## config.mk

```make
export PLATFORM = sky130hd
export DESIGN_NAME = sphere_closest_hit_resolver
export DESIGN_NICKNAME = d
export VERILOG_FILES = /design/src/rtl/sphere_closest_hit_resolver_pkg.sv /design/src/rtl/hit_nearer_cmp.sv /design/src/rtl/sphere_closest_hit_resolver.sv
export SDC_FILE = /design/constraint.sdc
export NUM_CORES = 1
export LEC_CHECK = 0
export CORE_MARGIN = 3
export CORE_UTILIZATION = 30
export CTS_CLUSTER_DIAMETER = 50
export DETAILED_ROUTE_END_ITERATION = 10
export PLACE_DENSITY_LB_ADDON = 0.08
export SYNTH_ARGS = -nofsm -noshare
export SYNTH_HDL_FRONTEND = slang
export SYNTH_HIERARCHICAL = 1
export SYNTH_SLANG_ARGS = --single-unit
```

## constraint.sdc

```tcl
create_clock -name clk -period 7.22 [get_ports clk]
set_clock_uncertainty 0.2 [all_clocks]
set_input_delay 1.444 -clock clk [delete_from_list [all_inputs] [get_ports clk]]
set_output_delay 1.444 -clock clk [all_outputs]
set_load 0.005 [all_outputs]
```

## src/rtl/sphere_closest_hit_resolver_pkg.sv

```systemverilog
// sphere_closest_hit_resolver_pkg: shared hit record types, hit epsilon and resolver states
package sphere_closest_hit_resolver_pkg;
  typedef logic signed [31:0] Fixed;
  typedef struct packed {
    logic        bHit;
    Fixed        T;
    Fixed        nx;
    Fixed        ny;
    Fixed        nz;
    logic [23:0] color;
    logic [15:0] vi;
    logic [31:0] st;
  } HitData;
  localparam Fixed FIXED_HIT_EPSILON = 32'sh0000_0040;
  typedef enum logic [1:0] {IDLE, ACCUM, EMIT} ResolverState;
endpackage

```

## src/rtl/hit_nearer_cmp.sv

```systemverilog
// hit_nearer_cmp: decides whether a candidate hit is acceptable and nearer than the current best
module hit_nearer_cmp
  import sphere_closest_hit_resolver_pkg::*;
(
  input  HitData i_cand,
  input  HitData i_best,
  input  logic   i_best_valid,
  input  Fixed   i_eps,
  output logic   o_qualify,
  output logic   o_replace
);
  assign o_qualify = i_cand.bHit && ($signed(i_cand.T) > $signed(i_eps));
  // strict less-than keeps the earlier candidate on equal distance
  assign o_replace = o_qualify && (!i_best_valid || $signed(i_cand.T) < $signed(i_best.T));
endmodule

```

## src/rtl/sphere_closest_hit_resolver.sv

```systemverilog
// sphere_closest_hit_resolver: reduces a per-ray stream of sphere hit candidates to the nearest valid hit
module sphere_closest_hit_resolver
  import sphere_closest_hit_resolver_pkg::*;
#(
  parameter int   RAY_ID_W  = 8,
  parameter int   CNT_W     = 8,
  parameter Fixed T_EPSILON = FIXED_HIT_EPSILON
) (
  input  logic                clk,
  input  logic                resetn,
  input  logic                in_valid,
  output logic                in_ready,
  input  HitData              in_hit,
  input  logic [RAY_ID_W-1:0] in_ray_id,
  input  logic                in_last,
  output logic                out_valid,
  input  logic                out_ready,
  output HitData              out_hit,
  output logic [RAY_ID_W-1:0] out_ray_id,
  output logic [CNT_W-1:0]    out_cand_cnt,
  output logic                err_id_mismatch
);
  ResolverState        r_state, w_next;
  HitData              r_best;
  logic                r_best_vld;
  logic [RAY_ID_W-1:0] r_id;
  logic [CNT_W-1:0]    r_cnt;
  logic                r_err;
  logic                w_acc, w_open, w_qualify, w_replace;
  assign out_valid       = r_state == EMIT;
  assign out_hit         = r_best;
  assign out_ray_id      = r_id;
  assign out_cand_cnt    = r_cnt;
  assign err_id_mismatch = r_err;
  // a result draining this cycle frees the slot for the next ray's first candidate
  assign in_ready = resetn && (r_state != EMIT || out_ready);
  assign w_acc    = in_valid && in_ready;
  assign w_open   = w_acc && r_state != ACCUM;
  hit_nearer_cmp u_cmp (
    .i_cand      (in_hit),
    .i_best      (r_best),
    .i_best_valid(r_best_vld && !w_open),
    .i_eps       (T_EPSILON),
    .o_qualify   (w_qualify),
    .o_replace   (w_replace)
  );
  always_comb begin
    w_next = r_state;
    if (w_acc) w_next = in_last ? EMIT : ACCUM;
    else if (out_valid && out_ready) w_next = IDLE;
  end
  always_ff @(posedge clk or negedge resetn) begin
    if (!resetn) begin
      r_state    <= IDLE;
      r_best     <= '0;
      r_best_vld <= 1'b0;
      r_id       <= '0;
      r_cnt      <= '0;
      r_err      <= 1'b0;
    end else begin
      r_state <= w_next;
      if (w_acc) begin
        if (w_replace) r_best <= in_hit;
        else if (w_open) r_best <= '0;
        r_best_vld <= w_open ? w_qualify : (r_best_vld || w_qualify);
        r_id       <= w_open ? in_ray_id : r_id;
        r_cnt      <= w_open ? CNT_W'(1) : r_cnt + CNT_W'(r_cnt != '1);
        r_err      <= r_err || (!w_open && in_ray_id != r_id);
      end
    end
  end
endmodule

```

# == Word-level counts from Yosys, hierarchy flattened ==
# Index checks and enable logic that the tools add are counted.
# word_totals
register_bits,221
latchBits,0
mem_bits_rw,0
romBits,0
input_bits,214
out_inout_bits,220
n_memories,0
# op_classes
add_sub_neg,1
multipliers,0
div,0
magnitude_cmp,2
n_eq_ne,5
shift,0
muxes,7
bitwise_logic,0
reduce_logical,18
# ops
cell,count
$mux 201,2
$gt 32x8->1 const B,1
$lt 32x32->1,1
$add 8x1->8,1
$logic_and 1x1->1,8
$mux 8,1
$ne 8x8->1,1
$ne 8x8->1 const B,1
$mux 2,3
$logic_or 1x1->1,4
$reduce_and 2->1,2
$reduce_bool 2->1,2
$eq 2x2->1 const B,1
$logic_not 1->1,2
$ne 2x1->1 const B,1
$ne 2x2->1 const B,1
$mux 1,1

# == Depth between registers and ports, before layout ==
# logic_depth
ltp_word,12
depth_mapped,14
depth_no_buf,10

# == Cells and area by module ==
# Netlist, hierarchy kept.
# modules_own_cells
mod,instances,cells_per_inst,area_per_inst_um2,seq_area_each_um2
sphere_closest_hit_resolver,1,541,8039.0,5530.3
hit_nearer_cmp,1,231,1601.5,0.0

# == Worst setup path after synthesis ==
# OpenSTA, ideal clock, no wires.
# synth_timing
path_type,input to register
start,input in_hit[193] in the netlist's numbering
end,"register r_best, in the netlist out_hit[100]"
setup_ps,65
t_arrival_ps,3622
required_ps,6955
setup_slack_ps,3332
stages,11
n_path_buf,2
path_cell_list,ha_1 a21oi_1 o21ai_0 a221oi_1 o2111ai_1 o21ai_0 nor3b_1 nor3b_1 clkbuf_1 buf_2 a22o_1
# synth_via
elab_chain_len,5
# synth_rtl
item,line_no,text
"start, declared",sphere_closest_hit_resolver.sv:13,"input HitData in_hit,"
$gt 32x8->1 or $lt 32x32->1 (tied branches),"hit_nearer_cmp.sv:12, hit_nearer_cmp.sv:14",
$logic_and 1x1->1 or $logic_or 1x1->1 (tied branches),"hit_nearer_cmp.sv:12, hit_nearer_cmp.sv:14",
$logic_and 1x1->1 (*),hit_nearer_cmp.sv:14,assign o_replace = o_qualify && (!i_best_valid || $signed(i_cand.T) < $signed(i_best.T));
via w_replace,sphere_closest_hit_resolver.sv:29,"logic w_acc, w_open, w_qualify, w_replace;"
$reduce_bool 2->1 (no source line),--,
$reduce_and 2->1 (no source line),--,
"end signal, assigned",sphere_closest_hit_resolver.sv:63,if (w_replace) r_best <= in_hit;
"end, declared",sphere_closest_hit_resolver.sv:24,HitData r_best;
# Mark *: on every way through the listed nets, which the timed path passes. The rest lies on a longest branch.
# A chain may end at the register's enable or synchronous reset.

# == Final worst setup path ==
# layout_timing
start,input in_hit[169] in the netlist's numbering
end,"register r_best, in the netlist out_hit[73]"
# The elaborated chain is that of the path after synthesis.

==> reports/qor.yml <==
crit_arrival_ns: 5.25
setup_tns_ns: 0
critical_path.max_stage_delay_ns: 0.74
num_io_pins: 434
core_mm2: 0.03164
ir_drop_v: 0.0001300
dp.final_hpwl_um: 23370
synthToLayoutAreaGrowth_pct: 61.47
layoutNonFillerInstCount: 1657
syn_inst: 772
grt_use_total_pct: 18.13
worstPathBufferInverterCount: 2
dr.first_iter.drc_count: 376
cp-end-kind: "flop"
setup_violations: 0
root_buffer: "clkbuf_16"
cts_setup_buffers: 0
routed_wl_um: 32770
crit_slowest_cell: "buf_4"
cts_buffers: 34
ant_nets: 0
final_core_util_pct: 49.20
critPathLaunchType: "input pin"
async_reset_ff_share_pct: 100.0
worstPathMaxFanout: 79
htree_levels: 2
place_ws_ns: 1.816
drv_slew: 0
max_freq_mhz: 198.6
vias: 7860
period_share_pct: 69.74
crit_family: "compound AO/OA/AOI/OAI gates"
fin_ws_ns: 2.185
die_w_um: 185.3
clkTransAtPathRegs_ns: 0.05
synthMostInstantiatedCell: "dfrtp_1"
synth_area_mm2: 0.009640
hold_violations: 0
wl_per_cell_um: 19.78
clkSinkCount: 221
clkLatencyLatePin_ns: 0.49
initial_core_util_pct: 30.47
synth_area_leader_cell: "dfrtp_1"
critical_path.cell_chain: "clkdlybuf4s50_1 > ha_1 > nor2b_1 > o211ai_1 > a2111oi_0 > o31a_1 > a211oi_2 > nor3b_1 > nor3b_2 > buf_4 > a22o_1"
power_density_mw_per_mm2: 283.6
overflow: 0
globalplace.congestion: 0.7851
rr_startpoint: "out_hit[193]$_DFFE_PN0P_"
grt_pass1_wl_um: 48620
finalCriticalPeriod_ns: 5.035
cts_resized: 0
synth_area_leaders: "dfrtp_1 (57%), a22o_1 (18%), ha_1 (8.4%), inv_1 (2.7%), buf_2 (2.1%)"
rows: 65
drc: 0
ys_types: 46
first_global_vias: 8181
io_buffers: 433
vias_per_cell: 4.744
cts_tree: "done"
fillers: 2827
cts_max_path_buffers: 3
status: "complete, no violations"
hold_class: "reg -> reg"
maxSlewHeadroom_pct: 34.70
synth_edf_count: 0
worst_slew_pin_slew_ns: 0.9795
synth_common_cells: "dfrtp_1 (221), a22o_1 (201), inv_1 (70), ha_1 (65), buf_2 (40)"
critPathRequiredTime_ns: 7.44
leakagePower_uw: 0.006900
placed_cells: 1598
nNetsFinal: 1511
cts_hold_buf: 0
layout-drive-gt1-share_pct: 5.981
die_area_mm2: 0.03432
grt_antenna_before_repair: 1
maxCapViolCount: 0
avgSynthCellArea_um2: 12.49
ys_ff_latch: 221
critPathLaunch: "in_hit[169]"
die_height_um: 185.3
rsz0062_at_grt: "no"
min_from: "err_id_mismatch$_DFFE_PN0P_"
critPathKind: "in -> reg"
netlist.area_leader.share_pct: 57.37
yosysWarnings: 6
synthFlopType: "dfrtp_1"
firstDrtPassIters: 4
ys_seq_area_share_pct: 57.37
grt_max_degree: 123
sequential cells by signal (all words and copies together) (netlist names):
| register | count |
|---|---|
| out_ray_id | 8 |
| r_state | 2 |
| out_hit | 201 |
| out_cand_cnt | 8 |
| r_best_vld | 1 |
| err_id_mismatch | 1 |
placed cells by master (no fill, tap or decap), types with 7 or more instances in the layout:
cell and count:
a21oi_1 24, inv_1 70, nand3_1 11, nand4_1 14
nor2_1 17, conb_1 32, o21ai_0 11, dfrtp_1 221
xnor2_1 7, ha_1 65, xor2_1 8, clkdlybuf4s50_1 432
mux2_2 7, nand2_1 21, clkbuf_16 37, a22o_1 201
clkbuf_1 7
area by class of cell:
| cell class | count | area (um2) | share of cell area (%) |
|---|---|---|---|
| Antenna cell | 1 | 2.502 | 0.01608 |
| Clock buffer | 48 | 1007 | 6.471 |
| Clock inverter | 10 | 92.59 | 0.5948 |
| Inverter | 70 | 262.8 | 1.688 |
| Multi-Input combinational cell | 465 | 3739 | 24.02 |
| Sequential cell | 221 | 5530 | 35.53 |
| Tap cell | 402 | 503.0 | 3.231 |
| Timing Repair Buffer | 440 | 4429 | 28.45 |
routing by layer:
| layer | wire length, um | share of wire [%] | global-route usage [%] |
|---|---|---|---|
| met5 | 0 | 0 | 0 |
| met4 | 708 | 2.2 | 5.192 |
| met3 | 2900 | 8.8 | 6.697 |
| met2 | 15220 | 46 | 28.56 |
| met1 | 13940 | 43 | 23.49 |
per-stage QoR:
| stage | total power [uW] | hold slack [ns] | area (um2) |
|---|---|---|---|
| 4_1_cts | 4492 | 0.2684 | 15560 |
| 2_1_floorplan | 2060 | 0.2650 | 9753 |
| 3_3_place_gp | 2856 | 0.2529 | 14460 |
| 5_1_grt | 4662 | 0.2755 | 15570 |
| 3_5_place_dp | 2857 | 0.2603 | 14460 |
| 6_report | 4414 | 0.2648 | 15570 |
worst register-to-register path, stage by stage, from the launching register on:
cell and delay, ns:
dfrtp_1 0.39, inv_1 0.06, ha_1 0.29, a21oi_1 0.16
o21ai_0 0.15, a221oi_1 0.38, o2111ai_1 0.15, o21ai_0 0.18
nor3b_1 0.43, nor3b_2 0.36, buf_4 0.74, a22o_1 0.34
worst paths after layout:
check                                               to  slack (ns)  cells after the start
max                            out_hit[73]$_DFFE_PN0P_        2.18                     11
min                        err_id_mismatch$_DFFE_PN0P_        0.26                      1
max reg2reg                    out_hit[73]$_DFFE_PN0P_        3.33                     11
min reg2reg                err_id_mismatch$_DFFE_PN0P_        0.26                      1
max in group asynchronous      out_hit[26]$_DFFE_PN0P_        4.76                      2
min in group asynchronous      out_hit[60]$_DFFE_PN0P_        0.66                      1
cell families after synthesis:
kind of cell / share of synthesized area, %
XOR/XNOR: 1.363
buffers and inverters: 5.191
other: 0.07790
AND/OR/NAND/NOR: 4.685
adder cells (fa/ha/maj): 8.436
multiplexers: 0.9734
flip-flops: 57.37
AO/OA/AOI/OAI: 21.91
power breakdown:
group | switching, uW | leakage, uW | internal [uW]
combinational | 428 | 0.00342 | 750
clock | 578 | 0.000529 | 1010
sequential | 167 | 0.00295 | 1480
total | 1170 | 0.00690 | 3240
No activity file was read; power rests on OpenSTA's default activity.
